$ cat src/rtl/cxu_responder.sv
// CXU responder: ADD/READ/CLEAR answer in 1 cycle, MAC in MUL_CYCLES+1, via an in-order response FIFO.
// Backpressure: cxu_req_ready (registered) drops while MAC runs or when every FIFO slot is taken.
module cxu_responder #(
    parameter int REQ_ID_W   = 3,
    parameter int CXU_ID_W   = 4,
    parameter int STATE_ID_W = 2,
    parameter int FUNC_ID_W  = 10,
    parameter int INSN_W     = 32,
    parameter int DATA_W     = 32,
    parameter int STATUS_W   = 2,
    parameter int MY_CXU_ID  = 0,
    parameter int MUL_CYCLES = 4,
    parameter int RESP_DEPTH = 4
) (
    input  logic                  clk,
    input  logic                  rst_n,
    input  logic                  cxu_req_valid,
    output logic                  cxu_req_ready,
    input  logic [REQ_ID_W-1:0]   cxu_req_id,
    input  logic [CXU_ID_W-1:0]   cxu_req_cxu,
    input  logic [STATE_ID_W-1:0] cxu_req_state,
    input  logic [FUNC_ID_W-1:0]  cxu_req_func,
    input  logic [INSN_W-1:0]     cxu_req_insn,
    input  logic [DATA_W-1:0]     cxu_req_data0,
    input  logic [DATA_W-1:0]     cxu_req_data1,
    output logic                  cxu_resp_valid,
    input  logic                  cxu_resp_ready,
    output logic [REQ_ID_W-1:0]   cxu_resp_id,
    output logic [STATUS_W-1:0]   cxu_resp_status,
    output logic [DATA_W-1:0]     cxu_resp_data
);
    localparam int NACC  = 2 ** STATE_ID_W;
    localparam int PTR_W = $clog2(RESP_DEPTH);
    localparam int CNT_W = PTR_W + 1;
    localparam int MC_W  = (MUL_CYCLES > 1) ? $clog2(MUL_CYCLES) : 1;

    localparam logic [CNT_W-1:0]     DEPTH    = CNT_W'(RESP_DEPTH);
    localparam logic [MC_W-1:0]      MC_LAST  = MC_W'(MUL_CYCLES - 1);
    localparam logic [CXU_ID_W-1:0]  MY_ID    = CXU_ID_W'(MY_CXU_ID);
    localparam logic [STATUS_W-1:0]  ST_OK    = STATUS_W'(0);
    localparam logic [STATUS_W-1:0]  ST_BFUNC = STATUS_W'(1);
    localparam logic [STATUS_W-1:0]  ST_BCXU  = STATUS_W'(2);
    localparam logic [FUNC_ID_W-1:0] F_ADD    = FUNC_ID_W'(0);
    localparam logic [FUNC_ID_W-1:0] F_MAC    = FUNC_ID_W'(1);
    localparam logic [FUNC_ID_W-1:0] F_READ   = FUNC_ID_W'(2);
    localparam logic [FUNC_ID_W-1:0] F_CLEAR  = FUNC_ID_W'(3);

    typedef enum logic {S_IDLE, S_MAC} state_e;

    state_e                state_q, state_d;
    logic [MC_W-1:0]       mc_q, mc_d;
    logic                  ready_q, ready_d;
    logic [REQ_ID_W-1:0]   mid_q, mid_d;
    logic [STATE_ID_W-1:0] mst_q, mst_d;
    logic [DATA_W-1:0]     ma_q, ma_d, mb_q, mb_d;
    logic [DATA_W-1:0]     acc_q [NACC];
    logic [DATA_W-1:0]     acc_d [NACC];

    logic [REQ_ID_W-1:0]   fid_q  [RESP_DEPTH];
    logic [STATUS_W-1:0]   fst_q  [RESP_DEPTH];
    logic [DATA_W-1:0]     fdat_q [RESP_DEPTH];
    logic [PTR_W-1:0]      wr_ptr_q, rd_ptr_q;
    logic [CNT_W-1:0]      count_q, count_d;

    logic                  accept, push, pop;
    logic [REQ_ID_W-1:0]   push_id;
    logic [STATUS_W-1:0]   push_st;
    logic [DATA_W-1:0]     push_dat, mac_sum;
    logic                  unused_insn;

    assign unused_insn = ^cxu_req_insn;
    assign accept      = cxu_req_valid && ready_q;
    assign pop         = (count_q != '0) && cxu_resp_ready;
    assign mac_sum     = acc_q[mst_q] + ma_q * mb_q;

    always_comb begin
        state_d  = state_q;
        mc_d     = mc_q;
        mid_d    = mid_q;
        mst_d    = mst_q;
        ma_d     = ma_q;
        mb_d     = mb_q;
        acc_d    = acc_q;
        push     = 1'b0;
        push_id  = cxu_req_id;
        push_st  = ST_OK;
        push_dat = '0;
        case (state_q)
            S_IDLE: begin
                if (accept) begin
                    if (cxu_req_cxu != MY_ID) begin
                        push    = 1'b1;
                        push_st = ST_BCXU;
                    end else begin
                        case (cxu_req_func)
                            F_ADD: begin
                                push     = 1'b1;
                                push_dat = cxu_req_data0 + cxu_req_data1;
                            end
                            F_MAC: begin
                                mid_d   = cxu_req_id;
                                mst_d   = cxu_req_state;
                                ma_d    = cxu_req_data0;
                                mb_d    = cxu_req_data1;
                                mc_d    = MC_LAST;
                                state_d = S_MAC;
                            end
                            F_READ: begin
                                push     = 1'b1;
                                push_dat = acc_q[cxu_req_state];
                            end
                            F_CLEAR: begin
                                push                 = 1'b1;
                                push_dat             = acc_q[cxu_req_state];
                                acc_d[cxu_req_state] = '0;
                            end
                            default: begin
                                push    = 1'b1;
                                push_st = ST_BFUNC;
                            end
                        endcase
                    end
                end
            end
            S_MAC: begin
                // The slot for this push was reserved at admission, so it cannot overflow.
                if (mc_q == '0) begin
                    acc_d[mst_q] = mac_sum;
                    push         = 1'b1;
                    push_id      = mid_q;
                    push_dat     = mac_sum;
                    state_d      = S_IDLE;
                end else begin
                    mc_d = mc_q - MC_W'(1);
                end
            end
            default: state_d = S_IDLE;
        endcase
        count_d = count_q + CNT_W'(push) - CNT_W'(pop);
        ready_d = (state_d == S_IDLE) && (count_d < DEPTH);
    end

    always_ff @(posedge clk or negedge rst_n) begin
        if (!rst_n) begin
            state_q  <= S_IDLE;
            mc_q     <= '0;
            ready_q  <= 1'b0;
            mid_q    <= '0;
            mst_q    <= '0;
            ma_q     <= '0;
            mb_q     <= '0;
            wr_ptr_q <= '0;
            rd_ptr_q <= '0;
            count_q  <= '0;
            for (int i = 0; i < NACC; i++) acc_q[i] <= '0;
            for (int i = 0; i < RESP_DEPTH; i++) begin
                fid_q[i]  <= '0;
                fst_q[i]  <= '0;
                fdat_q[i] <= '0;
            end
        end else begin
            state_q <= state_d;
            mc_q    <= mc_d;
            ready_q <= ready_d;
            mid_q   <= mid_d;
            mst_q   <= mst_d;
            ma_q    <= ma_d;
            mb_q    <= mb_d;
            count_q <= count_d;
            acc_q   <= acc_d;
            if (push) begin
                fid_q[wr_ptr_q]  <= push_id;
                fst_q[wr_ptr_q]  <= push_st;
                fdat_q[wr_ptr_q] <= push_dat;
                wr_ptr_q         <= wr_ptr_q + PTR_W'(1);
            end
            if (pop) rd_ptr_q <= rd_ptr_q + PTR_W'(1);
        end
    end

    assign cxu_req_ready   = ready_q;
    assign cxu_resp_valid  = (count_q != '0);
    assign cxu_resp_id     = fid_q[rd_ptr_q];
    assign cxu_resp_status = fst_q[rd_ptr_q];
    assign cxu_resp_data   = fdat_q[rd_ptr_q];
endmodule

$ cat config.mk
export PLATFORM = sky130hd
export DESIGN_NAME = cxu_responder
export DESIGN_NICKNAME = d
export VERILOG_FILES = /design/src/rtl/cxu_responder.sv
export SDC_FILE = /design/constraint.sdc
export NUM_CORES = 2
export LEC_CHECK = 0
export CORE_MARGIN = 10
export CORE_UTILIZATION = 45
export CTS_BUF_LIST = sky130_fd_sc_hd__clkbuf_8
export DETAILED_ROUTE_END_ITERATION = 10
export PLACE_DENSITY = 0.72
export SLEW_MARGIN = 20
export SYNTH_ARGS = -nofsm -noshare
export SYNTH_HDL_FRONTEND = slang
export SYNTH_SLANG_ARGS = --single-unit
export TNS_END_PERCENT = 10
$ cat constraint.sdc
create_clock -name clk -period 19.9 [get_ports clk]
set_input_delay 3.98 -clock clk [delete_from_list [all_inputs] [get_ports clk]]
set_output_delay 3.98 -clock clk [all_outputs]
set_load 0.01 [all_outputs]
* After elaboration in Yosys (flattened, before gate mapping) *
Index checks and enable logic that the tools add are counted.

word-level totals
  register bits = 356
  word-level logic and storage cells = 135

cells by class
  add/subtract/negate cells = 7
  multiply operators = 1
  order comparisons = 8
  equal/unequal tests = 9
  mux-type cells = 60
  bitwise gates (word level) = 9
  reduce and logical (&&, ||, !) cells = 15

operators by type and width
  cell                 number
  $mux 128             4
  $mux 32              12
  $bwmux 128           2
  $pmux 128 s2         1
  $bmux 32 s2          3
  $demux 32 s2         3
  $and 128x128->128    1
  $not 128->128        1
  $pmux 32 s2          2
  $add 32x32->32       2
  $mul 32x32->32       1
  $eq 10x2->1 const B  2
  $mux 2               10
  $mux 3               5
  $bwmux 12            1
  $ge 3x3->1 const B   4
  $not 2->3            4
  $reduce_and 4->1     3
  $eq 10x1->1 const B  1
  $logic_not 10->1     1
  $lt 3x1->1 const B   3
  $mux 1               9
  $bwmux 8             1
  $bmux 3 s2           1
  19 further kinds     32

* Depth between registers and ports, before layout *
  depth in word-level cells = 11
  mapped depth = 29

* Worst setup path before layout *
OpenSTA, ideal clock, no wires.

  kind = register to register
  start = register mst_q[0]
  end = register fdat_q[126] in the netlist's numbering
  arrival = 8352 ps
  data required time = 19775 ps
  path slack = 11423 ps
  cell stages (with the launch flop) = 28
  period minus slack after synthesis = 8477 ps
  cells stage by stage = dfrtp_1 -> buf_1 -> buf_1 -> mux4_2 -> fa_1 -> inv_1 -> fa_1 -> inv_1 -> fa_1 -> inv_1 -> fa_1 -> inv_1 -> fa_1 -> fa_1 -> fa_1 -> inv_1 -> fa_1 -> inv_1 -> ha_1 -> a21o_1 -> a21o_1 -> a21o_1 -> a31o_1 -> a221o_1 -> a31oi_2 -> mux2i_1 -> o211ai_1 -> mux2_2

on the way
  longest elaborated chain between the ends = 8

ends and longest elaborated chain
  item                                        line  source
  from (decl)                                 54    logic [STATE_ID_W-1:0] mst_q, mst_d;
  from (signal assigned)                      166   mst_q <= mst_d;
  $not 2->3 (implied by the code)             74    assign mac_sum = acc_q[mst_q] + ma_q * mb_q;
  $bmux 32 s2                                 74
  $mux 32 (implied by the code) (2 in a row)  74
  $add 32x32->32                              74
  $mux 32                                     127   if (mc_q == '0) begin
  $pmux 32 s2                                 88    case (state_q)
  $bwmux 128                                  174   fdat_q[wr_ptr_q] <= push_dat;
  to (signal, indexed assignment)             174
  to (decl)                                   61    logic [DATA_W-1:0] fdat_q [RESP_DEPTH];

Every way passes these cells. The select of a mux whose other input is x is not followed.
A chain may end at the register's enable or synchronous reset.

* Worst setup path after layout *
  start = register mst_q[0]
  end = register fdat_q[127] in the netlist's numbering

Same word-level chain as after synthesis.

==> results_dict.tcl <==
set metrics [dict create \
    rsz0062_at_grt "false" \
    synth_ff_type "dfrtp_1" \
    cellPowerDensity_nw_per_um2 48.1 \
    drt-initial-drc-count 2247 \
    ys_seq_elements 356 \
    ir_drop_mv 0.112 \
    status "finished, final reports clean" \
    diodes 0 \
    cts_tree "built" \
    rrSetupSlack_ns 11.14 \
    setup_violations 0 \
    drive_above_1_share_pct 11.0 \
    clock_sinks 356 \
    start_util_pct 45.4 \
    r2r_end "fdat_q[127]" \
    setup_slack_ns 11.14 \
    finalCritPeriodShare_pct 44.0 \
    max_stage_delay_ns 0.63 \
    placed_area_um2 36600 \
    die_h_um 297 \
    routedWlPerCell_um 21.9 \
    period_minus_slack_ns 8.76 \
    fin_tns_setup_ns 0 \
    crit_end "fdat_q[127]" \
    rr_worst_depth 27 \
    maxSlewViolCount 0 \
    yosys.area.top_type "dfrtp_1" \
    cts_buffer_depth 3 \
    post_cts_resized 0 \
    track_usage_pct 22.0 \
    cts_setup_buffers 0 \
    crit_required_ns 20.48 \
    grt_antenna_before_repair 4 \
    numPortBuffers 125 \
    max-cap-violations 0 \
    whs_path_depth 2 \
    grt_max_degree 184 \
    cellLeakagePower_nw 18.4 \
    vias 24900 \
    clock-root-buffer "clkbuf_8" \
    clk_pin_slew_ns 0.06 \
    gp_congestion 0.885 \
    end_kind "register" \
    async_flop_share_pct 100 \
    design_area_um2 37900 \
    syn_avg_cell_area_um2 10.4 \
    cts_buffers 60 \
    ios 158 \
    critical_path_class "reg2reg" \
    worst_pin_slew_ns 1.21 \
    netlist_instances 3318 \
    multi_input_area_um2 22900 \
    synth_area_leaders "dfrtp_1 26%, fa_1 26%, mux4_2 6.6%, and2_1 6.1%, ha_1 5.9%" \
    grt_pass1_vias 26300 \
    hp-class "reg2reg" \
    place_ws_ns 11.18 \
    fillers 6800 \
    hold_viol_final 0 \
    syn-num-nets 4039 \
    dp_hpwl_um 71000 \
    firstDrtPassIters 5 \
    ant_nets 0 \
    grt_pass1_wl_um 153000 \
    synth.distinct_cells 71 \
    cp-start-kind "register" \
    startpoint "mst_q[0]" \
    synthTopCellsByCount "532 x inv_1, 440 x fa_1, 397 x nand2_1" \
    coreArea_um2 75900 \
    die_x_um 297 \
    max_freq_ghz 0.114 \
    critPathArrivalTime_ns 9.34 \
    wirelength_um 96700 \
    nNetsFinal 4074 \
    ys_seq_area_share_pct 25.8 \
    yosys_warnings 0 \
    ff_latch_area_um2 8920 \
    rr_startpoint "mst_q[0]" \
    cp.depth 27 \
    cp_top_family "adder cells" \
    synth-edff-count 0 \
    cts_hold_buf 0 \
    routed_via_density 5.61 \
    clkLatencyLatePin_ns 0.71 \
    synth_area_um2 34500 \
    area_delta_synth_final_pct 9.76 \
    std_cell_rows 101 \
    crit_fanout 29 \
    cts.htree.levels 2 \
    post-synth-top-area-fraction_pct 25.8 \
    cp_num_buf_inv 9 \
    synth.most_common_cell "inv_1" \
    remaining_drc_errors 0 \
    grt.overflow.total 0 \
    skew_ns 0.0533 \
    max-slew-margin-rel_pct 19.3 \
    slowest_stage "dfrtp_2" \
    die-area_um2 88100 \
]
## kinds of logic after synthesis
group                    count (synthesis)  share of synthesized area, %
buffers and inverters                  719                          7.85
AO/OA/AOI/OAI                          437                          8.86
adder cells (fa/ha/maj)                602                          31.4
flip-flops                             356                          25.8
AND/OR/NAND/NOR                        864                          12.4
XOR/XNOR                               116                          3.05
multiplexers                           224                          10.6
## power by group
group | switching, mW | internal, mW | total, mW
registers | 0.0454 | 0.761 | 0.807
logic | 0.187 | 0.150 | 0.337
clock network | 0.331 | 0.347 | 0.678
## how the worst min path moves through the flow
stage	endpoint	start	slack, ns
floorplan	mc_q[0]	mc_q[0]	0.44
global placement	mc_q[0]	mc_q[0]	0.45
detailed placement	fdat_q[34]	fdat_q[34]	0.46
CTS	mc_q[0]	mc_q[0]	0.47
global route	fdat_q[105]	fdat_q[105]	0.49
finish	fdat_q[34]	fdat_q[34]	0.47
## registers in the layout, summed over array words and instances, names as in the netlist
name	count
rd_ptr_q	2
ma_q	32
fdat_q	128
fst_q	8
state_q	1
mb_q	32
mc_q	2
fid_q	12
cxu_req_ready	1
mid_q	3
mst_q	2
count_q	3
acc_q	128
wr_ptr_q	2
## worst register-to-register path, cell delays in order (launching register included)
cell and delay (ns):
dfrtp_2 0.63, buf_4 0.53, mux4_2 0.59, inv_1 0.12, fa_1 0.39, inv_1 0.09
fa_1 0.40, fa_1 0.50, inv_1 0.07, fa_1 0.53, inv_1 0.06, fa_1 0.49
inv_1 0.05, fa_1 0.54, inv_1 0.05, fa_1 0.48, inv_1 0.06, fa_1 0.48
inv_1 0.04, ha_1 0.34, a211o_1 0.34, nor4_1 0.17, o21a_1 0.26, o31a_1 0.27
o21ai_1 0.14, xnor2_2 0.36, o22ai_1 0.28, mux2_2 0.37
## per-layer routing
layer	vias up	routed length, µm	global-route usage, %
met5	-	51	0
met4	8	2320	5.70
met3	190	10800	7.14
met2	1099	42300	32.9
met1	12800	41200	30.4
li1	10700	-	-
## area by class of cell
| cell class | count | area share, % |
|---|---|---|
| repair buffers | 160 | 4.02 |
| clock buffers | 73 | 2.65 |
| flip-flops and latches | 356 | 23.6 |
| well taps | 1030 | 3.40 |
| multi-input cells | 2243 | 60.5 |
| clock inverters | 32 | 0.549 |
| inverters | 532 | 5.28 |
## through the flow
step / instances / power (mW) / hold slack (ns) / util, %
floorplan: 3318 / 1.01 / 0.440 / -
global placement: 4321 / 1.15 / 0.453 / 48.2
detailed placement: 4321 / 1.16 / 0.461 / 48.2
CTS: 4426 / 1.84 / 0.475 / 49.8
global route: 4426 / 1.90 / 0.493 / 49.8
finish: 4426 / 1.82 / 0.472 / 49.8
## placed cells by master (no fill, tap or decap), types with 4 or more instances in the layout
cell             instances
mux4_2                 101
and3_1                  13
ha_1                   162
fa_1                   440
nand2_1                397
a22oi_1                 17
o21bai_1                10
a21oi_1                 59
nor2_1                  55
mux2_2                 104
a31oi_1                 14
a21o_1                  29
and2_1                 336
clkinv_2                 6
o211ai_1                 5
mux2_1                   9
nor2b_1                  4
clkdlybuf4s50_1        122
xor2_1                  31
o21a_1                  14
clkinvlp_4               4
nor3_1                   7
a211o_1                  6
nand3_1                 14
inv_1                  549
o21ai_0                 92
o22ai_1                  5
mux2i_1                  6
xnor2_1                 82
nor4_1                   5
clkbuf_8                73
nand4_1                  5
o21ai_1                 28
mux2_4                   4
dfrtp_1                349
a21oi_2                  5
dfrtp_2                  7
a22o_1                 116
or3_1                    6
buf_4                   34
No activity file was read; power rests on OpenSTA's default activity.
